[src/rtl/reg_mux_skew.sv]
// Purpose : registered NUM_SRC-way operand selector with optional per-lane diagonal skew feeding a systolic array edge.
// Latency : aligned mode 1 cycle on every lane; skew mode 1+l cycles for lane l.
// Backpressure: none; accepts one beat per cycle; en=0 flushes all in-flight data.
//
// Ports:
//   clk, sys_rst (async, active-low)   clock and reset
//   en                                 synchronous enable, 0 flushes the block
//   sel / din / din_valid              source select, flattened sources, beat present
//   skew_en                            mode request, latched only when the block is idle
//   dout / dout_valid                  per-lane data (zero when not valid) and valids
//   busy                               pipeline holds undelivered data
//   sel_err                            pulse with lane 0 of a beat whose sel is out of range
module reg_mux_skew #(
    parameter int RSA_DW  = 16,
    parameter int NUM_SRC = 4,
    parameter int LANES   = 4,
    parameter int SEL_W   = $clog2(NUM_SRC)
) (
    input  logic                              clk,
    input  logic                              sys_rst,
    input  logic                              en,
    input  logic [SEL_W-1:0]                  sel,
    input  logic [NUM_SRC*LANES*RSA_DW-1:0]   din,
    input  logic                              din_valid,
    input  logic                              skew_en,
    output logic [LANES*RSA_DW-1:0]           dout,
    output logic [LANES-1:0]                  dout_valid,
    output logic                              busy,
    output logic                              sel_err
);

    // Delay lines form a triangle: lane l owns l registers, lane 0 none.
    // Register k of lane l lives at index l*(l-1)/2 + k.
    localparam int NTRI   = LANES * (LANES - 1) / 2;
    localparam int NTRI_A = (NTRI > 0) ? NTRI : 1;

    typedef enum logic [1:0] {
        IDLE  = 2'd0,
        RUN   = 2'd1,
        DRAIN = 2'd2
    } state_t;

    logic [RSA_DW-1:0] s0_dat_q  [LANES];
    logic [RSA_DW-1:0] s0_dat_d  [LANES];
    logic              s0_vld_q, s0_vld_d;
    logic              s0_err_q, s0_err_d;
    logic [RSA_DW-1:0] dly_dat_q [NTRI_A];
    logic [RSA_DW-1:0] dly_dat_d [NTRI_A];
    logic [NTRI_A-1:0] dly_vld_q, dly_vld_d;
    state_t            state_q, state_d;
    logic              mode_q, mode_d;   // 1 = skew, latched at IDLE->RUN

    // Datapath next-state: stage 0 capture and delay-line shift.
    always_comb begin
        s0_vld_d  = 1'b0;
        s0_err_d  = 1'b0;
        dly_vld_d = '0;
        for (int l = 0; l < LANES; l++) begin
            s0_dat_d[l] = '0;
        end
        for (int i = 0; i < NTRI_A; i++) begin
            dly_dat_d[i] = '0;
        end

        if (en) begin
            s0_vld_d = din_valid;
            if (din_valid) begin
                // An out-of-range select still forms a valid beat, but with zero data.
                s0_err_d = 1'b1;
                for (int s = 0; s < NUM_SRC; s++) begin
                    if (int'(sel) == s) begin
                        s0_err_d = 1'b0;
                        for (int l = 0; l < LANES; l++) begin
                            s0_dat_d[l] = din[(s*LANES+l)*RSA_DW +: RSA_DW];
                        end
                    end
                end
                if (s0_err_d) begin
                    for (int l = 0; l < LANES; l++) begin
                        s0_dat_d[l] = '0;
                    end
                end
            end

            // Delay lines only carry data in skew mode, so aligned bursts never
            // keep the FSM out of IDLE after stage 0 empties.
            for (int l = 1; l < LANES; l++) begin
                for (int k = 0; k < l; k++) begin
                    if (k == 0) begin
                        dly_vld_d[l*(l-1)/2] = s0_vld_q & mode_q;
                        dly_dat_d[l*(l-1)/2] = (s0_vld_q & mode_q) ? s0_dat_q[l] : '0;
                    end else begin
                        dly_vld_d[l*(l-1)/2+k] = dly_vld_q[l*(l-1)/2+k-1];
                        dly_dat_d[l*(l-1)/2+k] = dly_dat_q[l*(l-1)/2+k-1];
                    end
                end
            end
        end
    end

    // Control FSM and mode latch.
    always_comb begin
        state_d = state_q;
        mode_d  = mode_q;
        if (!en) begin
            state_d = IDLE;
            mode_d  = 1'b0;
        end else begin
            case (state_q)
                IDLE: begin
                    if (din_valid) begin
                        state_d = RUN;
                        mode_d  = skew_en;
                    end
                end
                RUN, DRAIN: begin
                    if (din_valid) begin
                        state_d = RUN;
                    end else if (|dly_vld_d) begin
                        state_d = DRAIN;
                    end else begin
                        state_d = IDLE;
                    end
                end
                default: begin
                    state_d = IDLE;
                end
            endcase
        end
    end

    always_ff @(posedge clk or negedge sys_rst) begin
        if (!sys_rst) begin
            s0_vld_q  <= 1'b0;
            s0_err_q  <= 1'b0;
            dly_vld_q <= '0;
            state_q   <= IDLE;
            mode_q    <= 1'b0;
            for (int l = 0; l < LANES; l++) begin
                s0_dat_q[l] <= '0;
            end
            for (int i = 0; i < NTRI_A; i++) begin
                dly_dat_q[i] <= '0;
            end
        end else begin
            s0_vld_q  <= s0_vld_d;
            s0_err_q  <= s0_err_d;
            dly_vld_q <= dly_vld_d;
            state_q   <= state_d;
            mode_q    <= mode_d;
            for (int l = 0; l < LANES; l++) begin
                s0_dat_q[l] <= s0_dat_d[l];
            end
            for (int i = 0; i < NTRI_A; i++) begin
                dly_dat_q[i] <= dly_dat_d[i];
            end
        end
    end

    // Output select: lane 0 always comes from stage 0; other lanes come from
    // stage 0 (aligned) or the tail of their delay line (skew). Idle lanes read 0.
    always_comb begin
        dout       = '0;
        dout_valid = '0;
        dout_valid[0]         = s0_vld_q;
        dout[0 +: RSA_DW]     = s0_vld_q ? s0_dat_q[0] : '0;
        for (int l = 1; l < LANES; l++) begin
            if (mode_q) begin
                dout_valid[l]              = dly_vld_q[l*(l-1)/2+l-1];
                dout[l*RSA_DW +: RSA_DW]   = dly_vld_q[l*(l-1)/2+l-1] ? dly_dat_q[l*(l-1)/2+l-1] : '0;
            end else begin
                dout_valid[l]              = s0_vld_q;
                dout[l*RSA_DW +: RSA_DW]   = s0_vld_q ? s0_dat_q[l] : '0;
            end
        end
    end

    assign busy    = (state_q != IDLE);
    assign sel_err = s0_err_q;

endmodule

[config.mk]
export PLATFORM = sky130hd
export DESIGN_NAME = reg_mux_skew
export DESIGN_NICKNAME = d
export VERILOG_FILES = /design/src/rtl/reg_mux_skew.sv
export SDC_FILE = /design/constraint.sdc
export NUM_CORES = 1
export LEC_CHECK = 0
export ABC_AREA = 0
export CAP_MARGIN = 20
export CORE_AREA = 4 4 165 167
export DETAILED_ROUTE_END_ITERATION = 6
export DIE_AREA = 0 0 169 171
export GPL_TIMING_DRIVEN = 0
export PLACE_DENSITY = 0.62
export SYNTH_ARGS = -nofsm -noshare
export SYNTH_HDL_FRONTEND = slang
export SYNTH_SLANG_ARGS = --single-unit
[constraint.sdc]
create_clock -name clk -period 1.85 [get_ports clk]
set_clock_uncertainty 0.1 [all_clocks]
set_input_delay 0.2775 -clock clk [delete_from_list [all_inputs] [get_ports clk]]
set_output_delay 0.2775 -clock clk [all_outputs]
set_load 0.05 [all_outputs]
==> results.txt, run 1 <==
worst path required time -> 1.47 ns
Final Hold Viols -> 0
commonest non-fill, non-tap cell in the layout -> clkdlybuf4s50_1
Syn Area/Cell -> 14.45 um2
worst path arrival time -> 1.69 ns
H-Tree Depth -> 4
I/O Pins -> 333
register bit count reported by yosys -> 168
post-layout worst setup margin -> -0.2216 ns
Most Frequent Cell on Critical Path -> buf_12
Die H -> 171 um
commonest non-fill, non-tap cells in the layout -> clkdlybuf4s50_1 (259), and2_1 (169), dfrtp_1 (166)
reg2reg end -> dly_dat_q[72]$_DFF_PN0_
fmax -> 482.7 MHz
Clk pin slew, worst setup/hold paths -> 0.07 ns
Slowest cell on crit path -> dfrtp_2
RSZ-0062 raised after global routing -> yes
drt pass-1 iters -> 6
Worst R2R Start -> s0_vld_q$_DFF_PN0_
Min Hold Slack -> 0.3107 ns
antenna violation net count after detailed routing -> 0
status -> finished with violations
largest net degree at the start of global routing -> 96
gr usage total -> 15.90%
final worst-path cycle share -> 112.0%
Area Overhead vs Synth -> 62.93%
Nets -> 1154
Peak VDD IR -> 0.0004710 V
syn nets -> 796
total grt overflow -> 0
routed vias -> 5563
synth unique cells -> 25
PwrDens -> 707.9 nW/um2
Hold Path Class -> in2async
Initial Util -> 29.78%
Post-synth top flop -> dfrtp_1
Netlist Area Pre-Place -> 7671 um2
vias in the first global route -> 6153
Syn. warnings -> 0
cts bufs inserted -> 17
crit end category -> output pin
DRC -> 0
Crit. Startpoint -> s0_vld_q$_DFF_PN0_
Area after DPL -> 11430 um2
IO Port Bufs -> 330
Least-Margin Pin Slew -> 0.5611 ns
dpl cells -> 1197
fillcell total -> 2339
min Tclk post-route -> 2.072 ns
crit-path max cell delay -> 0.43 ns
CTS tree -> yes
routed length per instance -> 18.77 um
max_cap viols -> 0
Worst Setup Start Kind -> flop
sequential-to-total area share from yosys stat -> 54.80%
EDFF count, synth -> 0
reg-to-reg slack, setup -> 0.05 ns
GP Congestion -> 0.7285
first-pass GRT wire length -> 34880 um
leakage -> 5.598 nW
diode count -> 0
Rows -> 59
Routed WL -> 23210 um
worst-path fanout max -> 10
initial antenna violation count -> 1
die area -> 28900 um2
# clock sinks -> 168
worst reg2reg path depth -> 7
final setup vio count -> 63
Worst slew margin -> 62.59%
failing checks -> setup timing
Post-DP HPWL -> 17770 um
ys async rst share -> 100.0%
critical setup path kind -> reg2out
total core area -> 25760 um2
Die Span X -> 169 um
CTS root buffer -> clkbuf_16
Mapped Cells -> 531
Final Max Tran Viols -> 0
Via density -> 4.501
worst-skew pair later-pin latency -> 0.42 ns
worst path cell trace -> nor2b_4, buf_12, buf_12, a22o_1, buf_6
final cell count without fillers -> 1236
DRT iter0 DRCs -> 137
post-route cell area -> 12500 um2
clock buffer depth -> 2
fraction of final layout cells sized beyond drive strength 1 -> 25.75%
==> cell type report <==
cell class	count	area (um2)	share of cell area, %
Buffer	40	370.4	2.963
Clock buffer	17	425.4	3.404
Clock inverter	14	163.9	1.311
Inverter	3	11.26	0.09010
Multi-Input combinational cell	314	3266	26.13
Sequential cell	168	4207	33.66
Tap cell	335	419.2	3.354
Timing Repair Buffer	345	3636	29.09
==> power breakdown <==
part | switching [W] | internal (W)
Combinational | 0.000547 | 0.000945
Clock | 0.00154 | 0.00202
Sequential | 0.0000462 | 0.00375
Total | 0.00213 | 0.00672
==> state kept, by name (all words and copies together), names as in the netlist <==
signal,cells
dly_dat_q,96
s0_dat_q,64
dly_vld_q,3
state_q,2
mode_q,1
s0_vld_q,1
sel_err,1
==> kinds of logic after synthesis <==
kind of cell	count (synthesis)	synth area share, %
DFF	168	54.80
buffers and inverters	49	4.094
AOI/OAI and AO/OA	51	5.807
and+or+nand+nor	195	15.81
muxes	65	19.12
other	1	0.04888
adders and majority gates	2	0.3262
==> layer usage <==
metal	track usage [%]	share of wire [%]	up-vias
met4	3.185	1.2	0
met5	0	0	-
met2	28.47	53	211
met3	4.945	7.2	13
li1	-	-	2593
met1	19.02	39	2746
==> cell usage after synthesis (all sizes together), types with 2 or more instances <==
library cell	n	area (um2)
and2	183	1145
inv	3	11.26
nand2	3	11.26
clkbuf	23	88.84
ha	2	25.02
buf	23	214.0
nor2b	2	12.51
or2	3	18.77
a22o	48	420.4
mux4	64	1456
dfrtp	168	4204
==> critical path, delay by kind of cell, from the launching register on <==
kind / cells / cell delay (ns)
simple gates: 1 / 0.14
flops: 1 / 0.43
compound gates: 1 / 0.25
buf+inv: 3 / 0.45
==> stage by stage <==
step | setup TNS [ns] | utilization, % | setup WS [ns] | power (W)
floorplan | 0 | - | 0.08957 | 0.004438
global placement | -1173.26 | 44.22 | -6.489 | 0.005264
detailed placement | -86.57 | 44.35 | -0.9956 | 0.005283
CTS | -13.93 | 47.69 | -0.2893 | 0.008954
global route | -15.14 | 48.51 | -0.2829 | 0.009230
finish | -11.20 | 48.51 | -0.2216 | 0.008847
==> repair_timing <==
action                     in CTS  in global routing
pin swaps                      11                 17
setup buffers                   7                  4
hold buffers                    1                  0
setup endpoints to repair     110                 98
hold endpoints to repair       73                  0
gates cloned                    2                  1
resized for setup             511                 63
==> how the worst max path moves through the flow <==
stage,slack (ns),endpoint
2_1_floorplan,0.09,dout[21]
3_3_place_gp,-6.49,s0_dat_q[34]$_DFF_PN0_
3_5_place_dp,-1.0,dout[29]
4_1_cts,-0.29,dout[34]
5_1_grt,-0.28,dout[37]
6_report,-0.22,dout[56]
Note: power is estimated with default switching activity, not from simulation.
==> inputs of run 2 (changes only) <==
GPL_TIMING_DRIVEN = default   (was 0)
==> run 2 against run 1 <==
  * The run still ends with setup timing left
  * Combinational power is essentially flat
  * Hold slack lost 0.073 ns
  * Critical path depth is the same
  * Die area is the same
  * Non-clock buffer count shrank 23
  * Fmax grew 0.35%
  * Utilization grew 1.9 points
  * Sequential cell count is the same
  * Global-route usage shrank 0.50 points
  * Cell area grew 3.8%
  * Highest routed layer unchanged
==> results.txt, run 2 (synthesis results as in run 1) <==
leakage -> 5.713 nW (was 5.598 nW)
final worst-path cycle share -> 111.6% (was 112.0%)
min Tclk post-route -> 2.064 ns (was 2.072 ns)
routed length per instance -> 18.73 um (was 18.77 um)
Area Overhead vs Synth -> 69.19% (was 62.93%)
failing checks -> setup timing (unchanged)
max_cap viols -> 0 (unchanged)
Die H -> 171 um (unchanged)
CTS root buffer -> clkbuf_16 (unchanged)
fraction of final layout cells sized beyond drive strength 1 -> 25.26% (was 25.75%)
max FFs per register -> 96 (unchanged)
IO Port Bufs -> 332 (was 330)
fmax -> 484.4 MHz (was 482.7 MHz)
Final Hold Viols -> 0 (unchanged)
largest net degree at the start of global routing -> 65 (was 96)
critical setup path kind -> reg2out (unchanged)
Rows -> 59 (unchanged)
final cell count without fillers -> 1216 (was 1236)
final core occ -> 50.38% (was 48.51%)
commonest non-fill, non-tap cell in the layout -> clkdlybuf4s50_1 (unchanged)
total core area -> 25760 um2 (unchanged)
Hold Path Class -> in2async (unchanged)
worst-skew pair later-pin latency -> 0.42 ns (about the same)
vias in the first global route -> 6180 (was 6153)
Sum Neg Setup Slack -> -9.896 ns (was -11.20 ns)
Least-Margin Pin Slew -> 0.8287 ns (was 0.5611 ns)
DRC -> 0 (unchanged)
Worst Setup Start Kind -> flop (unchanged)
clock share of power -> 39.6% (was 40.2%)
# clock sinks -> 168 (unchanged)
GP Congestion -> 0.7096 (was 0.7285)
first-pass GRT wire length -> 34210 um (was 34880 um)
Worst slew margin -> 44.75% (was 62.59%)
Peak VDD IR -> 0.0004335 V (was 0.0004710 V)
crit end category -> output pin (unchanged)
die area -> 28900 um2 (unchanged)
Nets -> 1131 (was 1154)
cell internal pwr -> 0.006572 W (was 0.006719 W)
Worst R2R Start -> mode_q$_DFFE_PN0P_ (was s0_vld_q$_DFF_PN0_)
Crit. Startpoint -> s0_vld_q$_DFF_PN0_ (unchanged)
commonest non-fill, non-tap cells in the layout -> clkdlybuf4s50_1 (258), and2_1 (182), dfrtp_1 (167) (was clkdlybuf4s50_1 (259), and2_1 (169), dfrtp_1 (166))
reg2reg end -> dly_dat_q[75]$_DFF_PN0_ (was dly_dat_q[72]$_DFF_PN0_)
Via density -> 4.565 (was 4.501)
I/O Pins -> 333 (unchanged)
overall power -> 0.008815 W (was 0.008847 W)
PwrDens -> 679.2 nW/um2 (was 707.9 nW/um2)
DRT iter0 DRCs -> 159 (was 137)
combinational power share -> 17.2% (was 16.9%)
most flop-heavy register -> dly_dat_q (unchanged)
dpl cells -> 1175 (was 1197)
worst path arrival time -> 1.69 ns (about the same)
H-Tree Depth -> 4 (unchanged)
Final Max Tran Viols -> 0 (unchanged)
Clk pin slew, worst setup/hold paths -> 0.07 ns (about the same)
Top Registers -> dly_dat_q x96, s0_dat_q x64, dly_vld_q x3 (unchanged)
sequential power share -> 43.1% (was 42.9%)
Critical Path End -> dout[38] (was dout[56])
post-layout worst setup margin -> -0.2144 ns (was -0.2216 ns)
Psw -> 0.002243 W (was 0.002129 W)
final setup vio count -> 51 (was 63)
worst reg2reg path depth -> 3 (was 7)
clock buffer depth -> 2 (unchanged)
drt pass-1 iters -> 4 (was 6)
CTS tree -> yes (unchanged)
Initial Util -> 29.78% (unchanged)
Routed WL -> 22770 um (was 23210 um)
Die Span X -> 169 um (unchanged)
total grt overflow -> 0 (unchanged)
status -> finished with violations (unchanged)
cts bufs inserted -> 17 (unchanged)
RSZ-0062 raised after global routing -> yes (unchanged)
antenna violation net count after detailed routing -> 0 (unchanged)
worst path required time -> 1.47 ns (about the same)
initial antenna violation count -> 1 (unchanged)
routed vias -> 5551 (was 5563)
reg-to-reg slack, setup -> 0.15 ns (was 0.05 ns)
pre-CTS setup slack -> 0.07259 ns (was -0.9956 ns)
gr usage total -> 15.39% (was 15.90%)
worst-path fanout max -> 14 (was 10)
Switching Share -> 25.44% (was 24.06%)
Post-DP HPWL -> 16480 um (was 17770 um)
==> run 2: cell types whose count changed in the layout (fill, tap and decap cells not counted), moves of 4 or more <==
cell,previous run,this run
a22o_1,41,29
a22o_4,7,19
and2_1,169,182
and2_4,13,0
buf_12,12,79
buf_2,7,2
buf_4,9,15
buf_6,66,5
buf_8,10,0
clkbuf_1,11,0
clkbuf_2,4,0
clkinv_4,1,5
==> run 2: timing repair <==
| action | in CTS | in global routing |
|---|---|---|
| setup buffers | 2 | 1 |
| gates cloned | 0 | 3 |
| hold buffers | 1 | 0 |
| gates resized for setup | 8 | 19 |
| setup endpoints to repair | 51 | 64 |
| pin swaps | 0 | 32 |
| hold endpoints to repair | 37 | 0 |
==> run 2: power groups by stage <==
stage | Clock [W] | Sequential (W) | Combinational (W)
2_1_floorplan | 0 | 0.00385 | 0.000587
3_3_place_gp | 0 | 0.00387 | 0.00148
3_5_place_dp | 0 | 0.00387 | 0.00150
4_1_cts | 0.00362 | 0.00380 | 0.00151
5_1_grt | 0.00378 | 0.00381 | 0.00163
6_report | 0.00349 | 0.00380 | 0.00152
==> run 2: worst max-delay path, stage by stage, from the launching register on <==
cell and delay [ns]:
dfrtp_1 0.40, nor2b_4 0.14, buf_12 0.14, buf_12 0.15
a22o_1 0.27, buf_12 0.16
==> run 2: how the worst min path moves through the flow <==
stage,cells past startpoint,end,startpoint,slack [ns]
final,2,dly_dat_q[11]$_DFF_PN0_,sys_rst,0.24
after global routing,2,dly_dat_q[10]$_DFF_PN0_,sys_rst,0.25
after floorplan,0,dly_dat_q[0]$_DFF_PN0_,sys_rst,-0.12
after CTS,2,dly_dat_q[11]$_DFF_PN0_,sys_rst,0.24
after global placement,1,dly_dat_q[26]$_DFF_PN0_,sys_rst,0.12
after detailed placement,1,dly_dat_q[11]$_DFF_PN0_,sys_rst,0.13
==> run 2: area by class of cell <==
class / count / area (um2)
inverters: 3 / 11.26
fillers: 2231 / 12780
well taps: 335 / 419.2
multi-input cells: 314 / 3339
flip-flops and latches: 168 / 4205
diodes: 2 / 5.005
clock buffers: 18 / 439.2
repair buffers: 362 / 4403
clock inverters: 14 / 156.4
==> run 2: per-layer routing <==
metal  vias up  GRT usage [%]  wire (um)  part of all wire [%]
met5         -              0          0                     0
met3        20          4.713       1685                   7.4
li1       2551              -          -                     -
met1      2766          17.81       8633                    38
met4         0          3.920        375                   1.6
met2       214          27.91      12080                    53
==> run 2: per-stage QoR <==
step / instance area (um2) / hold slack (ns)
5_1_grt: 12980 / 0.2469
6_report: 12980 / 0.2377
3_5_place_dp: 12080 / 0.1312
3_3_place_gp: 12080 / 0.1241
2_1_floorplan: 7671 / -0.1181
4_1_cts: 12750 / 0.2424
